==> src/rtl/mas_alu_pkg.sv <==
// Shared types, flag indices and saturation limits for the MAS ALU add/sub pipeline.
package mas_alu_pkg;

  typedef enum logic [1:0] {
    OpAdd = 2'd0,
    OpSub = 2'd1,
    OpAdc = 2'd2,
    OpSbb = 2'd3
  } mas_addsub_op_e;

  localparam int unsigned FLAG_N = 3;
  localparam int unsigned FLAG_Z = 2;
  localparam int unsigned FLAG_C = 1;
  localparam int unsigned FLAG_V = 0;

  // Upper bound on datapath width that the limit helpers can describe.
  localparam int unsigned SatMaxW = 256;

  // Largest positive two's-complement value of the given width (0x7F..F).
  function automatic logic [SatMaxW-1:0] sat_pos(input int unsigned width);
    return (SatMaxW'(1) << (width - 1)) - SatMaxW'(1);
  endfunction

  // Most negative two's-complement value of the given width (0x80..0 once truncated).
  function automatic logic [SatMaxW-1:0] sat_neg(input int unsigned width);
    return {SatMaxW{1'b1}} << (width - 1);
  endfunction

endpackage

==> src/rtl/mas_alu_addsub_slice.sv <==
// SW-bit ripple adder slice; also reports the carry into its top bit for overflow detection.
module mas_alu_addsub_slice #(
  parameter int unsigned SW = 8
) (
  input  logic [SW-1:0] a_i,
  input  logic [SW-1:0] b_i,
  input  logic          c_i,
  output logic [SW-1:0] sum_o,
  output logic          c_o,
  output logic          c_msb_o
);

  always_comb begin
    {c_o, sum_o} = {1'b0, a_i} + {1'b0, b_i} + {{SW{1'b0}}, c_i};
    c_msb_o      = sum_o[SW-1] ^ a_i[SW-1] ^ b_i[SW-1];
  end

endmodule

==> src/rtl/mas_alu_addsub_pipe.sv <==
// Pipelined add/sub unit: one carry slice per stage, valid/ready with whole-pipe stall.
// Optional clamp-on-overflow enabled by defining MAS_ALU_SAT_EN (adds in_sat port).
module mas_alu_addsub_pipe
  import mas_alu_pkg::*;
#(
  parameter int unsigned WIDTH  = 32,
  parameter int unsigned STAGES = 4,
  parameter int unsigned TAG_W  = 4
) (
  input  logic             clk,
  input  logic             rst,
  input  logic             in_valid,
  output logic             in_ready,
  input  logic [1:0]       in_op,
  input  logic [WIDTH-1:0] in_a,
  input  logic [WIDTH-1:0] in_b,
  input  logic             in_cin,
`ifdef MAS_ALU_SAT_EN
  input  logic             in_sat,
`endif
  input  logic [TAG_W-1:0] in_tag,
  output logic             out_valid,
  input  logic             out_ready,
  output logic [WIDTH-1:0] out_res,
  output logic [3:0]       out_flags,
  output logic [TAG_W-1:0] out_tag
);

  localparam int unsigned SW = WIDTH / STAGES;
  localparam int unsigned L  = STAGES - 1;
  localparam int unsigned NP = (STAGES > 1) ? STAGES - 1 : 1;

  localparam logic [SatMaxW-1:0] PosLimW = sat_pos(WIDTH);
  localparam logic [SatMaxW-1:0] NegLimW = sat_neg(WIDTH);
  localparam logic [WIDTH-1:0]   PosLim  = PosLimW[WIDTH-1:0];
  localparam logic [WIDTH-1:0]   NegLim  = NegLimW[WIDTH-1:0];

  // Per-stage registers; index L is the output register.
  logic             valid_q [STAGES];
  logic [WIDTH-1:0] res_q   [STAGES];
  logic [TAG_W-1:0] tag_q   [STAGES];
  logic             sat_q   [STAGES];
  logic [3:0]       flags_q;
  // Skewed operands and inter-slice carry, only between stages.
  logic [WIDTH-1:0] a_q     [NP];
  logic [WIDTH-1:0] b_q     [NP];
  logic             carry_q [NP];

  // Combinational inputs seen by each stage, and what each stage produces.
  logic [WIDTH-1:0] s_a     [STAGES];
  logic [WIDTH-1:0] s_b     [STAGES];
  logic [WIDTH-1:0] s_res   [STAGES];
  logic             s_cin   [STAGES];
  logic [TAG_W-1:0] s_tag   [STAGES];
  logic             s_valid [STAGES];
  logic             s_sat   [STAGES];
  logic [SW-1:0]    sum     [STAGES];
  logic             cout    [STAGES];
  logic             cmsb    [STAGES];
  logic [WIDTH-1:0] res_d   [STAGES];

  logic             adv;
  logic             sat_in;
  mas_addsub_op_e   op;
  logic [WIDTH-1:0] b_eff;
  logic             c0;
  logic             v_fin;
  logic [WIDTH-1:0] res_fin;
  logic [3:0]       flags_d;

  assign adv       = ~valid_q[L] | out_ready;
  assign in_ready  = adv;
  assign out_valid = valid_q[L];
  assign out_res   = res_q[L];
  assign out_tag   = tag_q[L];
  assign out_flags = flags_q;

`ifdef MAS_ALU_SAT_EN
  assign sat_in = in_sat;
`else
  assign sat_in = 1'b0;
`endif

  // Subtraction is A + ~B + c0, so SBB's carry-in doubles as "no borrow".
  always_comb begin
    op    = mas_addsub_op_e'(in_op);
    b_eff = in_b;
    c0    = 1'b0;
    unique case (op)
      OpAdd: c0 = 1'b0;
      OpSub: begin
        b_eff = ~in_b;
        c0    = 1'b1;
      end
      OpAdc: c0 = in_cin;
      OpSbb: begin
        b_eff = ~in_b;
        c0    = in_cin;
      end
      default: c0 = 1'b0;
    endcase
  end

  for (genvar k = 0; k < STAGES; k++) begin : g_stage
    if (k == 0) begin : g_first
      assign s_a[k]     = in_a;
      assign s_b[k]     = b_eff;
      assign s_res[k]   = '0;
      assign s_cin[k]   = c0;
      assign s_tag[k]   = in_tag;
      assign s_valid[k] = in_valid;
      assign s_sat[k]   = sat_in;
    end else begin : g_rest
      assign s_a[k]     = a_q[k-1];
      assign s_b[k]     = b_q[k-1];
      assign s_res[k]   = res_q[k-1];
      assign s_cin[k]   = carry_q[k-1];
      assign s_tag[k]   = tag_q[k-1];
      assign s_valid[k] = valid_q[k-1];
      assign s_sat[k]   = sat_q[k-1];
    end

    mas_alu_addsub_slice #(
      .SW(SW)
    ) u_slice (
      .a_i    (s_a[k][k*SW +: SW]),
      .b_i    (s_b[k][k*SW +: SW]),
      .c_i    (s_cin[k]),
      .sum_o  (sum[k]),
      .c_o    (cout[k]),
      .c_msb_o(cmsb[k])
    );

    // Slices above k are still zero in the carried-forward result.
    assign res_d[k] = s_res[k] | (WIDTH'(sum[k]) << (k * SW));
  end

  // Last stage: overflow, optional clamp and flags. C and V stay unsaturated.
  always_comb begin
    v_fin   = cmsb[L] ^ cout[L];
    res_fin = res_d[L];
    if (s_sat[L] && v_fin) begin
      // Wrapped MSB set on overflow means the true result was positive.
      res_fin = res_d[L][WIDTH-1] ? PosLim : NegLim;
    end
    flags_d         = '0;
    flags_d[FLAG_N] = res_fin[WIDTH-1];
    flags_d[FLAG_Z] = (res_fin == '0);
    flags_d[FLAG_C] = cout[L];
    flags_d[FLAG_V] = v_fin;
  end

  always_ff @(posedge clk) begin
    if (rst) begin
      for (int unsigned k = 0; k < STAGES; k++) begin
        valid_q[k] <= 1'b0;
        res_q[k]   <= '0;
        tag_q[k]   <= '0;
        sat_q[k]   <= 1'b0;
      end
      for (int unsigned k = 0; k < NP; k++) begin
        a_q[k]     <= '0;
        b_q[k]     <= '0;
        carry_q[k] <= 1'b0;
      end
      flags_q <= '0;
    end else if (adv) begin
      for (int unsigned k = 0; k < L; k++) begin
        valid_q[k] <= s_valid[k];
        res_q[k]   <= res_d[k];
        tag_q[k]   <= s_tag[k];
        sat_q[k]   <= s_sat[k];
        a_q[k]     <= s_a[k];
        b_q[k]     <= s_b[k];
        carry_q[k] <= cout[k];
      end
      valid_q[L] <= s_valid[L];
      res_q[L]   <= res_fin;
      tag_q[L]   <= s_tag[L];
      sat_q[L]   <= s_sat[L];
      flags_q    <= flags_d;
    end
  end

endmodule

==> config.mk <==
export PLATFORM = sky130hd
export DESIGN_NAME = mas_alu_addsub_pipe
export DESIGN_NICKNAME = d
export VERILOG_FILES = /design/src/rtl/mas_alu_pkg.sv /design/src/rtl/mas_alu_addsub_slice.sv /design/src/rtl/mas_alu_addsub_pipe.sv
export SDC_FILE = /design/constraint.sdc
export NUM_CORES = 1
export LEC_CHECK = 0
export BUFFER_PORTS_ARGS = -buffer_cell sky130_fd_sc_hd__buf_4
export CAP_MARGIN = 25
export CELL_PAD_IN_SITES_DETAIL_PLACEMENT = 1
export CELL_PAD_IN_SITES_GLOBAL_PLACEMENT = 2
export CORE_ASPECT_RATIO = 1.2
export CORE_UTILIZATION = 38
export CTS_BUF_LIST = sky130_fd_sc_hd__clkbuf_4 sky130_fd_sc_hd__clkbuf_8
export DETAILED_ROUTE_END_ITERATION = 10
export PLACE_DENSITY_LB_ADDON = 0.1
export SYNTH_ARGS = -nofsm -noshare
export SYNTH_HDL_FRONTEND = slang
export SYNTH_HIERARCHICAL = 1
export SYNTH_SLANG_ARGS = --single-unit
==> constraint.sdc <==
create_clock -name clk -period 6 [get_ports clk]
set_clock_uncertainty 0.15 [all_clocks]
set_input_delay 1.5 -clock clk [delete_from_list [all_inputs] [get_ports clk]]
set_output_delay 1.5 -clock clk [all_outputs]
set_load 0.05 [all_outputs]
==> impl_metrics.tcl <==
set metrics [dict create \
    status "complete, no violations" \
    start_util 0.3863 \
    cts_setup_buffers 0 \
    row_count 62 \
    grt_usage 0.1352 \
    globalplace.congestion 0.7290 \
    crit_chain "buf_4 > xor2_1 > fa_1 > fa_1 > a21o_2 > a21oi_1 > o21ai_0 > a31o_2 > and2_1" \
    hold-path-endpoint "out_flags[3]$_SDFFE_PP0P_" \
    drt_first_pass_iters 4 \
    coreArea_um2 23890 \
    worstMarginPinSlew_ps 785.2 \
    drc_errors 0 \
    cts_resized 0 \
    placedCellCount 1068 \
    worstHoldStart "out_flags[3]$_SDFFE_PP0P_" \
    ant_nets 0 \
    num_vias 5213 \
    first_global_vias 5418 \
    ff2ff_setup_slack_ps 2950 \
    layout_setup_ws_ps 2043 \
    cts_max_level 2 \
    report.final.setup_viol 0 \
    use_met2 0.2297 \
    hp-class "flop to flop" \
    die_w_um 144.3 \
    cts.reportedPaths.clkPinSlew_ps 60 \
    cp-start-kind "input pin" \
    final_common_cell "edfxtp_1" \
    critPathRequiredTime_ps 6110 \
    power.density_nw_per_um2 296.5 \
    drt-total-wl_um 16300 \
    area_delta_synth_final_pct 20.77 \
    clock_sink_count 203 \
    use_met3 0.03379 \
    cts_buffers 35 \
    layout.cells.non_filler 1130 \
    insertion_delay_ps 510 \
    cts.hold.buffers_added 0 \
    io_buffers 116 \
    timing.fmax_mhz 252.7 \
    r2r-start "a_q[0][88]$_SDFFCE_PN0P_" \
    whs_ps 310.9 \
    wl_per_cell_um 14.43 \
    crit_path_end_kind "flop" \
    p_leak_nw 4.739 \
    pre_cts_ws_ps 1520 \
    die_y_um 172.7 \
    met1_usage 0.1645 \
    hpwl_um 11450 \
    slew_headroom 0.4754 \
    cp_max_fo 33 \
    nets 896 \
    period_needed_ps 3957 \
    grt_start_max_net_pins 91 \
    crit_slowest_cell "fa_1" \
    clockRootBuffer "clkbuf_8" \
    drive_above_1_share 0.2519 \
    antenna_found_initial 0 \
    slowest_delay_ps 480 \
    power_mw 3.305 \
    arrival_ps 4070 \
    synth_area_um2 9230 \
    post-route-period-util 0.6595 \
    syn_nets 762 \
    final_cell_mix "199 x edfxtp_1, 175 x and2_1, 121 x buf_4" \
    rsz0062_at_grt "no" \
    finalHoldViolCount 0 \
    setup_tns_ps 0 \
    cts_tree "yes" \
    criticalPathCategory "input pin to flop" \
    syn_inst 651 \
    drt_iter0_drc 164 \
    grt_pass1_wl_um 26530 \
    timing.critical_path.mode_cell "fa_1" \
    top_usage_layer "met2" \
    maxCapViolations 0 \
    drv_slew 0 \
    rr_worst_depth 12 \
    peakVddDrop_mv 0.1333 \
    cts_max_path_buffers 3 \
    yosysWarnings 6 \
    antennaDiodeCount 0 \
    grt-ovfl-total 0 \
    hold_path_depth 1 \
    regToRegEndpoint "out_flags[2]$_SDFFE_PP0P_" \
    dieArea_um2 24920 \
    avgSynthCellArea_um2 14.18 \
    post_drt_via_cell_ratio 4.613 \
    fillers 2493 \
    io_pins 117 \
]
## metal layers
metal  vias up  part of all wire
met5         -                 0
met4         0             0.020
met3        23             0.055
met2       121              0.50
met1      2491              0.43
li1       2578                 -
## how the worst max path moves through the flow
stage | endpoint | slack, ps | startpoint | depth (start not counted)
2_1_floorplan | a_q[0][10]$_SDFFCE_PN0P_ | 380 | out_ready | 4
4_1_cts | carry_q[0][0]$_SDFFCE_PN0P_ | 2080 | in_op[0] | 9
3_5_place_dp | carry_q[0][0]$_SDFFCE_PN0P_ | 1520 | in_op[0] | 9
5_1_grt | carry_q[0][0]$_SDFFCE_PN0P_ | 1930 | in_op[0] | 9
6_report | carry_q[0][0]$_SDFFCE_PN0P_ | 2040 | in_op[0] | 9
3_3_place_gp | carry_q[0][0]$_SDFFCE_PN0P_ | 1600 | in_op[0] | 9
## flip-flops by register name, summed over array words and instances, names as in the netlist
name,count
res_q,80
tag_q,16
out_flags,4
carry_q,3
valid_q,4
a_q,48
b_q,48
## layout make-up
| cell class | instances | area, µm² | share of cell area |
|---|---|---|---|
| multi-input combinational | 407 | 2973 | 0.2667 |
| clock inverter | 10 | 56.30 | 0.005051 |
| inverter | 14 | 56.30 | 0.005051 |
| clock buffer | 52 | 634.4 | 0.05691 |
| tap | 320 | 400.4 | 0.03592 |
| sequential | 203 | 6056 | 0.5433 |
| timing repair buffer | 124 | 970.9 | 0.08710 |
## metrics by stage
step | util | cell area, µm²
final | 0.4665 | 11150
after global routing | 0.4665 | 11150
after CTS | 0.4665 | 11150
after detailed placement | 0.4376 | 10460
after global placement | 0.4359 | 10410
after floorplan | - | 9234
## worst max-delay path: cells and delay by family
family	cells	cell delay, ps
compound gates	4	900
xor+xnor	1	170
fa+ha+maj	2	910
buf+inv	1	440
simple gates	1	120
## power by group
group          switching [mW]  internal (mW)  leakage (nW)  total (mW)
Clock                   0.528          0.679         0.359        1.21
Sequential             0.0330           1.67          2.40        1.70
Combinational           0.218          0.176          1.98       0.394
Total                   0.779           2.53          4.74        3.30
Power figures use the tool's default switching activity.
